$ cat src/rtl/uart_pkg.sv
// Shared constants for the UART baud-tick generator.
// Divisor defaults are for a 50 MHz system clock with 16x oversampling.
package uart_pkg;

  localparam int UART_CNT_W  = 27;
  localparam int UART_FRAC_W = 4;
  localparam int UART_OVS    = 16;

  // 50e6 / (115200*16) = 27.127 -> 26 + 2/16
  localparam int UART_DIV_115200  = 26;
  localparam int UART_FRAC_115200 = 2;
  // 50e6 / (9600*16) = 325.52 -> 324 + 8/16
  localparam int UART_DIV_9600    = 324;
  localparam int UART_FRAC_9600   = 8;

  typedef struct packed {
    logic mid;
    logic baud;
  } uart_bit_ticks_t;

endpackage

$ cat src/rtl/uart_baud_gen_if.sv
// Control and tick bundle between a UART and its baud-tick generator.
interface uart_baud_gen_if
  import uart_pkg::*;
#(
  parameter int CNT_W  = UART_CNT_W,
  parameter int FRAC_W = UART_FRAC_W
);
  logic              en;
  logic              restart;
  logic [CNT_W-1:0]  baud_div;
  logic [FRAC_W-1:0] baud_frac;
  logic              tick_ovs;
  logic              tick_mid;
  logic              tick_baud;
  logic              clock_out;

  modport master (
    output en, restart, baud_div, baud_frac,
    input  tick_ovs, tick_mid, tick_baud, clock_out
  );

  modport slave (
    input  en, restart, baud_div, baud_frac,
    output tick_ovs, tick_mid, tick_baud, clock_out
  );
endinterface

$ cat src/rtl/uart_frac_div.sv
// Fractional cycle divider: shadowed divisor, cycle counter and phase accumulator.
// Emits a registered pulse once per (div_sh + 1 + frac_sh/2^FRAC_W) cycles on average.
module uart_frac_div
  import uart_pkg::*;
#(
  parameter int          CNT_W    = UART_CNT_W,
  parameter int          FRAC_W   = UART_FRAC_W,
  parameter int unsigned DEF_DIV  = UART_DIV_115200,
  parameter int unsigned DEF_FRAC = UART_FRAC_115200
) (
  input  logic              clk,
  input  logic              rst,
  input  logic              en,
  input  logic              restart,
  input  logic              load,
  input  logic [CNT_W-1:0]  baud_div,
  input  logic [FRAC_W-1:0] baud_frac,
  output logic              period_end,
  output logic              tick_ovs
);

  logic [CNT_W-1:0]  div_sh_q,  div_sh_d;
  logic [FRAC_W-1:0] frac_sh_q, frac_sh_d;
  logic [CNT_W-1:0]  cnt_q,     cnt_d;
  logic [FRAC_W-1:0] acc_q,     acc_d;
  logic              tick_q,    tick_d;

  logic [FRAC_W:0]   acc_sum;
  logic [CNT_W:0]    lim;

  // Carry only changes at period ends, so the limit is stable across a period.
  assign acc_sum = {1'b0, acc_q} + {1'b0, frac_sh_q};
  assign lim     = {1'b0, div_sh_q} + {{CNT_W{1'b0}}, acc_sum[FRAC_W]};

  assign period_end = en && !restart && ({1'b0, cnt_q} >= lim);

  always_comb begin
    div_sh_d  = div_sh_q;
    frac_sh_d = frac_sh_q;
    cnt_d     = cnt_q;
    acc_d     = acc_q;
    tick_d    = 1'b0;
    if (restart) begin
      cnt_d     = '0;
      acc_d     = '0;
      div_sh_d  = baud_div;
      frac_sh_d = baud_frac;
    end else if (en) begin
      if (period_end) begin
        cnt_d  = '0;
        acc_d  = acc_sum[FRAC_W-1:0];
        tick_d = 1'b1;
        if (load) begin
          div_sh_d  = baud_div;
          frac_sh_d = baud_frac;
        end
      end else begin
        cnt_d = cnt_q + 1'b1;
      end
    end
  end

  always_ff @(posedge clk or posedge rst) begin
    if (rst) begin
      div_sh_q  <= CNT_W'(DEF_DIV);
      frac_sh_q <= FRAC_W'(DEF_FRAC);
      cnt_q     <= '0;
      acc_q     <= '0;
      tick_q    <= 1'b0;
    end else begin
      div_sh_q  <= div_sh_d;
      frac_sh_q <= frac_sh_d;
      cnt_q     <= cnt_d;
      acc_q     <= acc_d;
      tick_q    <= tick_d;
    end
  end

  assign tick_ovs = tick_q;

endmodule

$ cat src/rtl/uart_baud_gen.sv
// Baud-tick generator: oversample, mid-bit and end-of-bit enable pulses plus a
// legacy square wave. Divisor updates are applied only at bit boundaries.
module uart_baud_gen
  import uart_pkg::*;
#(
  parameter int          CNT_W    = UART_CNT_W,
  parameter int          FRAC_W   = UART_FRAC_W,
  parameter int          OVS      = UART_OVS,
  parameter int unsigned DEF_DIV  = UART_DIV_115200,
  parameter int unsigned DEF_FRAC = UART_FRAC_115200
) (
  input  logic             clock_in,
  input  logic             rst,
  uart_baud_gen_if.slave   bus
);

  localparam int OVS_W = $clog2(OVS);

  generate
    if (OVS < 4 || (1 << OVS_W) != OVS) begin : g_bad_ovs
      $error("uart_baud_gen: OVS must be a power of two >= 4");
    end
  endgenerate

  logic             period_end;
  logic             bit_end;
  logic             tick_ovs;

  logic [OVS_W-1:0] ovs_cnt_q, ovs_cnt_d;
  uart_bit_ticks_t  ticks_q,   ticks_d;
  logic             clk_out_q, clk_out_d;

  // The shadow reload must happen on the same edge that wraps ovs_cnt.
  assign bit_end = period_end && (ovs_cnt_q == OVS_W'(OVS - 1));

  uart_frac_div #(
    .CNT_W    (CNT_W),
    .FRAC_W   (FRAC_W),
    .DEF_DIV  (DEF_DIV),
    .DEF_FRAC (DEF_FRAC)
  ) u_frac_div (
    .clk        (clock_in),
    .rst        (rst),
    .en         (bus.en),
    .restart    (bus.restart),
    .load       (bit_end),
    .baud_div   (bus.baud_div),
    .baud_frac  (bus.baud_frac),
    .period_end (period_end),
    .tick_ovs   (tick_ovs)
  );

  always_comb begin
    ovs_cnt_d = ovs_cnt_q;
    ticks_d   = '0;
    clk_out_d = clk_out_q;
    if (bus.restart) begin
      ovs_cnt_d = '0;
    end else if (period_end) begin
      ovs_cnt_d    = ovs_cnt_q + 1'b1;
      ticks_d.mid  = (ovs_cnt_q == OVS_W'(OVS / 2 - 1));
      ticks_d.baud = bit_end;
      if (bit_end) clk_out_d = ~clk_out_q;
    end
  end

  always_ff @(posedge clock_in or posedge rst) begin
    if (rst) begin
      ovs_cnt_q <= '0;
      ticks_q   <= '0;
      clk_out_q <= 1'b0;
    end else begin
      ovs_cnt_q <= ovs_cnt_d;
      ticks_q   <= ticks_d;
      clk_out_q <= clk_out_d;
    end
  end

  assign bus.tick_ovs  = tick_ovs;
  assign bus.tick_mid  = ticks_q.mid;
  assign bus.tick_baud = ticks_q.baud;
  assign bus.clock_out = clk_out_q;

endmodule

$ cat src/flat_wrapper.sv
// flat-port wrapper written by rule: the top's interface ports become plain ports
module uart_baud_gen_flat import uart_pkg::*;
#(
  parameter int          CNT_W    = UART_CNT_W,
  parameter int          FRAC_W   = UART_FRAC_W,
  parameter int          OVS      = UART_OVS,
  parameter int unsigned DEF_DIV  = UART_DIV_115200,
  parameter int unsigned DEF_FRAC = UART_FRAC_115200
)
  (clock_in, rst, bus_en, bus_restart, bus_baud_div, bus_baud_frac, bus_tick_ovs, bus_tick_mid, bus_tick_baud, bus_clock_out);
  uart_baud_gen_if #(.CNT_W(CNT_W), .FRAC_W(FRAC_W)) bus_i ();
  input  logic clock_in;
  input  logic rst;
  input wire logic [$bits(bus_i.en)-1:0] bus_en;
  input wire logic [$bits(bus_i.restart)-1:0] bus_restart;
  input wire logic [$bits(bus_i.baud_div)-1:0] bus_baud_div;
  input wire logic [$bits(bus_i.baud_frac)-1:0] bus_baud_frac;
  output wire logic [$bits(bus_i.tick_ovs)-1:0] bus_tick_ovs;
  output wire logic [$bits(bus_i.tick_mid)-1:0] bus_tick_mid;
  output wire logic [$bits(bus_i.tick_baud)-1:0] bus_tick_baud;
  output wire logic [$bits(bus_i.clock_out)-1:0] bus_clock_out;
  assign bus_i.en = bus_en;
  assign bus_i.restart = bus_restart;
  assign bus_i.baud_div = bus_baud_div;
  assign bus_i.baud_frac = bus_baud_frac;
  assign bus_tick_ovs = bus_i.tick_ovs;
  assign bus_tick_mid = bus_i.tick_mid;
  assign bus_tick_baud = bus_i.tick_baud;
  assign bus_clock_out = bus_i.clock_out;
  uart_baud_gen #(.CNT_W(CNT_W), .FRAC_W(FRAC_W), .OVS(OVS), .DEF_DIV(DEF_DIV), .DEF_FRAC(DEF_FRAC)) u_core (.clock_in(clock_in), .rst(rst), .bus(bus_i));
endmodule
$ cat config.mk
export PLATFORM = sky130hd
export DESIGN_NAME = uart_baud_gen_flat
export DESIGN_NICKNAME = d
export VERILOG_FILES = /design/src/rtl/uart_pkg.sv /design/src/rtl/uart_baud_gen_if.sv /design/src/rtl/uart_frac_div.sv /design/src/rtl/uart_baud_gen.sv /design/src/flat_wrapper.sv
export SDC_FILE = /design/constraint.sdc
export NUM_CORES = 1
export LEC_CHECK = 0
export BUFFER_PORTS_ARGS = -buffer_cell sky130_fd_sc_hd__buf_2
export CAP_MARGIN = 40
export CELL_PAD_IN_SITES_DETAIL_PLACEMENT = 1
export CELL_PAD_IN_SITES_GLOBAL_PLACEMENT = 1
export CORE_ASPECT_RATIO = 1.2
export CORE_MARGIN = 8
export CORE_UTILIZATION = 48
export CTS_CLUSTER_DIAMETER = 50
export DETAILED_ROUTE_END_ITERATION = 12
export PLACE_DENSITY_LB_ADDON = 0.1
export SETUP_SLACK_MARGIN = 0.05
export SLEW_MARGIN = 20
export SYNTH_ARGS = -nofsm -noshare
export SYNTH_HDL_FRONTEND = slang
export SYNTH_HIERARCHICAL = 1
export SYNTH_SLANG_ARGS = --single-unit
$ cat constraint.sdc
create_clock -name clock_in -period 5.8 [get_ports clock_in]
set_clock_uncertainty 0.1 [all_clocks]
set_input_delay 0 -clock clock_in [delete_from_list [all_inputs] [get_ports clock_in]]
set_output_delay 0 -clock clock_in [all_outputs]
set_load 0.03 [all_outputs]
==> results of run 1 <==
==> sequential cells by signal, indices dropped and copies added (netlist names) <==
| name | flops |
|---|---|
| u_core/bus.tick_mid | 1 |
| u_core/u_frac_div/div_sh_q | 27 |
| u_core/bus.tick_baud | 1 |
| u_core/ovs_cnt_q | 4 |
| u_core/u_frac_div/acc_q | 4 |
| u_core/bus.clock_out | 1 |
| u_core/u_frac_div/cnt_q | 27 |
| u_core/u_frac_div/frac_sh_q | 4 |
| u_core/u_frac_div/tick_ovs | 1 |
==> synth_stat cells, drive strengths merged, types with 2 or more instances <==
cell type  instances  share of area, %
a221oi             2              0.55
nor2              48               4.2
a21oi              9               1.0
inv               14               1.2
mux2              32                10
nor2b              2              0.35
ha                35                10
and3              11               1.6
xor2              34               6.9
dfrtp             66                38
nand3             17               2.0
nand2b             4              0.58
nand2             26               2.3
o2111ai            3              0.61
and2               3              0.50
dfstp              4               2.4
o21ai              4              0.47
o32ai              3              0.61
buf                7               1.7
xnor2             23               4.7
nand4             11               2.4
or4                2              0.35
nor3               6               1.1
and4               5               1.0
a21o               5              0.87
==> final timing paths <==
check                                                            end  slack (ns)
max                        u_core/u_frac_div/div_sh_q[7]$_DFFE_PP0P_        0.43
min in group clock_in      u_core/u_frac_div/div_sh_q[8]$_DFFE_PP0P_        0.29
min                                 u_core/bus.clock_out$_DFFE_PP0P_        0.05
max in group asynchronous  u_core/u_frac_div/div_sh_q[1]$_DFFE_PP1P_        4.83
max reg2reg                u_core/u_frac_div/div_sh_q[7]$_DFFE_PP0P_        0.43
min reg2reg                         u_core/bus.clock_out$_DFFE_PP0P_        0.39
==> metrics by stage <==
stage	total power (W)	area, um^2	util (%)	worst slack (ns)
6_report	0.00105	5190	58.4	0.429
3_5_place_dp	0.000681	4620	51.9	0.156
3_3_place_gp	0.000675	4620	51.9	0.327
4_1_cts	0.00106	5130	57.7	0.144
5_1_grt	0.00110	5190	58.4	0.0490
2_1_floorplan	0.000638	4290	-	0.634
==> layer usage <==
layer	track usage, %	wire length [um]	vias to the layer above
met5	0	0	-
met4	8.19	188	0
met3	3.82	255	14
met2	33.5	5590	32
met1	20.7	4200	1628
li1	-	-	1538
==> layout make-up <==
cell class	instances	area share, %
multi-input cells	299	46.8
flip-flops and latches	70	33.8
repair buffers	81	12.1
well taps	120	2.89
clock buffers	10	2.65
inverters	14	1.01
clock inverters	6	0.723
==> worst reg2reg max path, cell delays in order, from the launching register on <==
cell and delay [ns]:
dfstp_2 0.55, inv_1 0.06, fa_1 0.45, nor2b_1 0.12
o21ai_0 0.08, nand2b_1 0.10, ha_1 0.18, nand3_1 0.09
or4_1 0.50, nor3_2 0.24, nand3_1 0.12, xor2_1 0.16
ha_1 0.28, and3_1 0.20, a221o_1 0.35, a221oi_2 0.31
o211ai_4 0.16, nand2_2 0.15, nor2_1 0.08, nand2_2 0.09
nor2_1 0.07, a41oi_4 0.22, buf_12 0.22, mux2_1 0.36
==> power groups by stage <==
| stage | sequential, W | combinational, W | clock, W |
|---|---|---|---|
| 3_3_place_gp | 0.000555 | 0.000119 | 0 |
| 4_1_cts | 0.000547 | 0.000144 | 0.000373 |
| 3_5_place_dp | 0.000556 | 0.000125 | 0 |
| 6_report | 0.000546 | 0.000145 | 0.000362 |
| 5_1_grt | 0.000551 | 0.000162 | 0.000392 |
| 2_1_floorplan | 0.000544 | 0.0000940 | 0 |
==> logic make-up after synthesis <==
family | synth area share [%]
AND/OR/NAND/NOR | 16.8
flip-flops | 40.9
XOR/XNOR | 11.6
AO/OA/AOI/OAI | 6.61
adder cells (fa/ha/maj) | 10.7
multiplexers | 10.4
buffers and inverters | 3.00
==> what timing repair did <==
action | in CTS | in global routing
hold endpoints to repair | 104 | 0
hold buffers | 34 | 0
gates resized for setup | 0 | 6
setup buffers | 0 | 2
setup endpoints to repair | 0 | 31
==> metrics.txt, run 1 <==
status=complete, no violations; drt pass-1 iters=4; CTS Root Cell=clkbuf_8; synthesized area per cell=about 11 um^2; Post-Layout Cell Count=600; Tmin final=5.37 ns; later-pin clock latency in the skew report=around 0.37 ns; r2r worst-path depth=23; number of vias per cell=5.35; Hold Violations, Final=0; share of cells above drive strength 1=23.3%; Post-Syn Nets=between 400 and 500; Clock Power Share=between 30% and 40%; port buffer count=38; Critical Path Start=u_core/u_frac_div/frac_sh_q[1]$_DFFE_PP1P_; CP peak stage delay=about 0.55 ns; Rows=38; Pleak=approximately 2.4 nW; Rel. slew slack=58.6%; Clock Path Buffers=2; fillers=between 900 and 1000; highest clock rate=186 MHz; Synth async-reset ratio=between 90% and 100%; clk sink count=70; PwrDens=around 200 nW/um^2; combinational power share=13.7%; CTS tree=done; commonest cells after routing, fill and taps aside=dfrtp_1, nor2_1, buf_2; Multi-input gate area=2430 um^2; sw frac=27.9%; Final setup viols=0; Crit path buffers/inverters=2; final worst hold slack=approximately 0.051 ns; critical path capture point type=register; critical path class=reg2reg; synth unique cells=52; CP delay by family, top=simple AND/OR/NAND/NOR gates; I/O Pins=39; Max Cap Viol=0; Initial Utilization=a little under 50%; nets@finish=between 500 and 600; GP Congestion=0.807; synthesized flop and latch total=70; core area=between 8000 and 9000 um^2; routed length per instance=approximately 17 um; TNS Setup=0 ns; fin. max-slew vios=0; ys flop type=dfrtp_1; RSZ-0062 raised after global routing=false; CP Max Fanout=20; Min-Delay Path Class=in2async; initial antenna violation count=0; HPWL after DPL=~7400 um; Synth Warn #=6; Worst EP arrival=between 5 and 6 ns; Final Cycle Share=between 90% and 100%; GR Overflow Total=0; Seq pwr share=51.9%; Die ar.=approximately 12000 um^2; internal power=roughly 0.00076 W; CTS Buf Count=9; final WL=approximately 10000 um; Mapped Area=4290 um^2; commonest non-fill, non-tap cell in the layout=dfrtp_1; first-pass GRT wire length=approximately 18000 um; Sw Pwr=~0.0003 W; vias=around 3200; post-synthesis cell count=between 300 and 400; Diodes inserted=0; critical path, cell by cell=inv_1 -> fa_1 -> nor2b_1 -> o21ai_0 -> nand2b_1 -> ha_1 -> nand3_1 -> or4_1 -> nor3_2 -> nand3_1 -> xor2_1 -> ha_1 -> and3_1 -> a221o_1 -> a221oi_2 -> o211ai_4 -> nand2_2 -> nor2_1 -> nand2_2 -> nor2_1 -> a41oi_4 -> buf_12 -> mux2_1; EDFF count, synth=0; Detailed Route Iter0 Violations=60; sequential-to-total area share from yosys stat=between 40% and 50%; Critical R2R Launch=u_core/u_frac_div/frac_sh_q[1]$_DFFE_PP1P_; Die H=about 120 um; DRC=0; Critical Path RT=5.94 ns; Worst-Margin Slew=between 0.6 and 0.7 ns; critical path depth=23; chip width=about 100 um; Inst Count DP=roughly 550; Sequential Area=between 1500 and 2000 um^2; largest net degree at the start of global routing=64; Layout area overhead=20.9%; vias in the first global route=about 3700; post-route antenna net violation count=0; Total GRT Usage=18.8%; H-Tree Depth=3; Max IR drop VDD=roughly 0.14 mV; clk slew on worst S/H paths=approximately 0.08 ns; Critical Path Source Type=register; Worst path slowest cell=dfstp_2
No activity file was read; power rests on OpenSTA's default activity.
==> inputs of run 2 (changes only) <==
REMOVE_ABC_BUFFERS = 1   (was default)
==> run 2 against run 1 <==
Compared with the run above:
- clock power increased by 13%
- clock-buffer cell count grew 1
- setup slack got worse by 0.077 ns
- critical endpoint is now u_core/u_frac_div/div_sh_q[26]$_DFFE_PP0P_
- wire length decreased by 0.50%
- non-clock buffer count fell by 2
- sequential power about the same
- combinational power about the same
- register-to-register slack got worse by 0.08 ns
- final cell count is 0.33% lower
==> metrics.txt, run 2 (synthesized netlist as in run 1, its figures left out) <==
RSZ-0062 raised after global routing=true; clk sink count=70 (unchanged); fin. max-slew vios=0 (unchanged); CTS Root Cell=clkbuf_8; Worst EP arrival=5.59 ns (+0.08 ns); commonest non-fill, non-tap cell in the layout=dfrtp_1; Sw Pwr=0.000292 W (-0.58%); nets@finish=544 (-0.37%); critical path capture point type=register; number of vias per cell=5.31 (-0.82%); vias=3175 (-1.2%); Detailed Route Iter0 Violations=90 (+50%); sw frac=26.6% (-1.3 points); Final Cycle Share=93.9% (+1.3 points); most used cell, CP=nor2_1; clk slew on worst S/H paths=0.08 ns (about the same); Min-Delay Path Class=in2async; TNS Setup=0 ns (unchanged); I/O Pins=39 (unchanged); Hold Violations, Final=0 (unchanged); Initial Utilization=48.3% (unchanged); Rel. slew slack=64.1% (+5.5 points); Max IR drop VDD=0.138 mV (-2.1%); CP Max Fanout=11 (-45%); CP peak stage delay=0.56 ns (about the same); Post-CTS Setup Inserts=0 (unchanged); largest net degree at the start of global routing=64 (unchanged); Diodes inserted=0 (unchanged); Total GRT Usage=18.0% (-0.74 points); chip width=102 um (unchanged); CTS tree=done; Worst-Margin Slew=0.534 ns (-0.0865 ns); share of cells above drive strength 1=22.6% (-0.74 points); final worst hold slack=0.0244 ns (-0.0267 ns); Rows=38 (unchanged); status=complete, no violations; Die H=120 um (unchanged); Inst Count DP=548 (+0.18%); Clock Power Share=37.2% (+2.8 points); HPWL after DPL=7340 um (-1.2%); Post-Layout Cell Count=598 (-0.33%); vias in the first global route=3575 (-2.7%); Critical Path Source Type=register; commonest cells after routing, fill and taps aside=dfrtp_1, nor2_1, buf_2; first-pass GRT wire length=17300 um (-3.2%); port buffer count=38 (unchanged); H-Tree Depth=3 (unchanged); Critical Path RT=5.94 ns (about the same); internal power=0.000805 W (+5.9%); Finished Core Util=58.3% (-0.11 points); routed length per instance=17.0 um (-0.17%); Pleak=2.41 nW (about the same); Tmin final=5.45 ns (+0.0767 ns); drt pass-1 iters=4 (unchanged); Clock Path Buffers=2 (unchanged); Setup WS pre-CTS=0.0934 ns (-0.0623 ns); PwrDens=212 nW/um^2 (+4.3%); initial antenna violation count=0 (unchanged); core area=8890 um^2 (unchanged); later-pin clock latency in the skew report=0.35 ns (-0.02 ns); r2r worst-path depth=25 (+8.7%); combinational power share=13.2% (-0.5 points); DRC=0 (unchanged); Layout area overhead=20.7%; critical path class=reg2reg; Seq pwr share=49.6% (-2.3 points); CTS Buf Count=9 (unchanged); GR Overflow Total=0 (unchanged); GP Congestion=0.790 (-2.2%); final WL=10200 um (-0.50%); Worst path slowest cell=dfstp_2; highest clock rate=184 MHz (-1.4%); Final WS setup=0.353 ns (-0.0767 ns); Die ar.=12200 um^2 (unchanged); Final setup viols=0 (unchanged); Max Cap Viol=0 (unchanged); Largest regs=u_core/u_frac_div/cnt_q (27), u_core/u_frac_div/div_sh_q (27); post-route antenna net violation count=0 (unchanged)
[run 2: path summary, 6_finish.rpt]
path | startpoint | end | slack [ns]
worst max-delay path | u_core/u_frac_div/frac_sh_q[1]$_DFFE_PP1P_ | u_core/u_frac_div/div_sh_q[26]$_DFFE_PP0P_ | 0.35
worst min-delay path | rst | u_core/ovs_cnt_q[3]$_DFFE_PP0P_ | 0.02
worst max register to register | u_core/u_frac_div/frac_sh_q[1]$_DFFE_PP1P_ | u_core/u_frac_div/div_sh_q[26]$_DFFE_PP0P_ | 0.35
worst min register to register | u_core/bus.clock_out$_DFFE_PP0P_ | u_core/bus.clock_out$_DFFE_PP0P_ | 0.38
max in group asynchronous | rst | u_core/u_frac_div/frac_sh_q[1]$_DFFE_PP1P_ | 4.85
min in group clock_in | bus_en | u_core/u_frac_div/cnt_q[1]$_DFFE_PP0P_ | 0.03
[run 2: per-layer routing]
layer	global-route usage (%)	vias to the layer above	part of all wire, %
met5	0	-	0
li1	-	1541	-
met1	21.1	1595	43
met3	3.88	8	2.4
met4	5.52	0	1.0
met2	31.7	31	53
[run 2: through the flow]
step / total power [W] / instance area, um^2
floorplan: 0.000633 / 4220
global placement: 0.000672 / 4610
detailed placement: 0.000679 / 4610
CTS: 0.00111 / 5140
global route: 0.00115 / 5180
finish: 0.00110 / 5180
[run 2: power by group through the flow]
stage | Sequential, W | Combinational, W | Clock (W)
final | 0.000544 | 0.000144 | 0.000408
after global routing | 0.000548 | 0.000160 | 0.000445
after CTS | 0.000544 | 0.000144 | 0.000422
after detailed placement | 0.000554 | 0.000126 | 0
after global placement | 0.000553 | 0.000119 | 0
after floorplan | 0.000544 | 0.0000891 | 0
[run 2: critical path: cells and delay by family (launching register included)]
family	cells	cell delay (ns)
and+or+nand+nor	13	1.87
AOI/OAI and AO/OA	5	1.04
DFF	1	0.56
adders and majority gates	3	0.92
buffers and inverters	2	0.34
muxes	1	0.36
xor gates and xnor gates	1	0.15
[run 2: timing repair]
action,4_1_cts,5_1_grt
endpoints found under the setup margin,0,31
hold buffers,33,0
gates resized for setup,0,5
hold endpoints to repair,103,0
[run 2: layout make-up]
| type | instances | area (um^2) |
|---|---|---|
| multi-input combinational | 299 | 2420 |
| timing repair buffer | 79 | 601 |
| clock inverter | 5 | 58.8 |
| fill | 972 | 3710 |
| tap | 120 | 150 |
| inverter | 14 | 52.6 |
| clock buffer | 11 | 141 |
| sequential | 70 | 1760 |
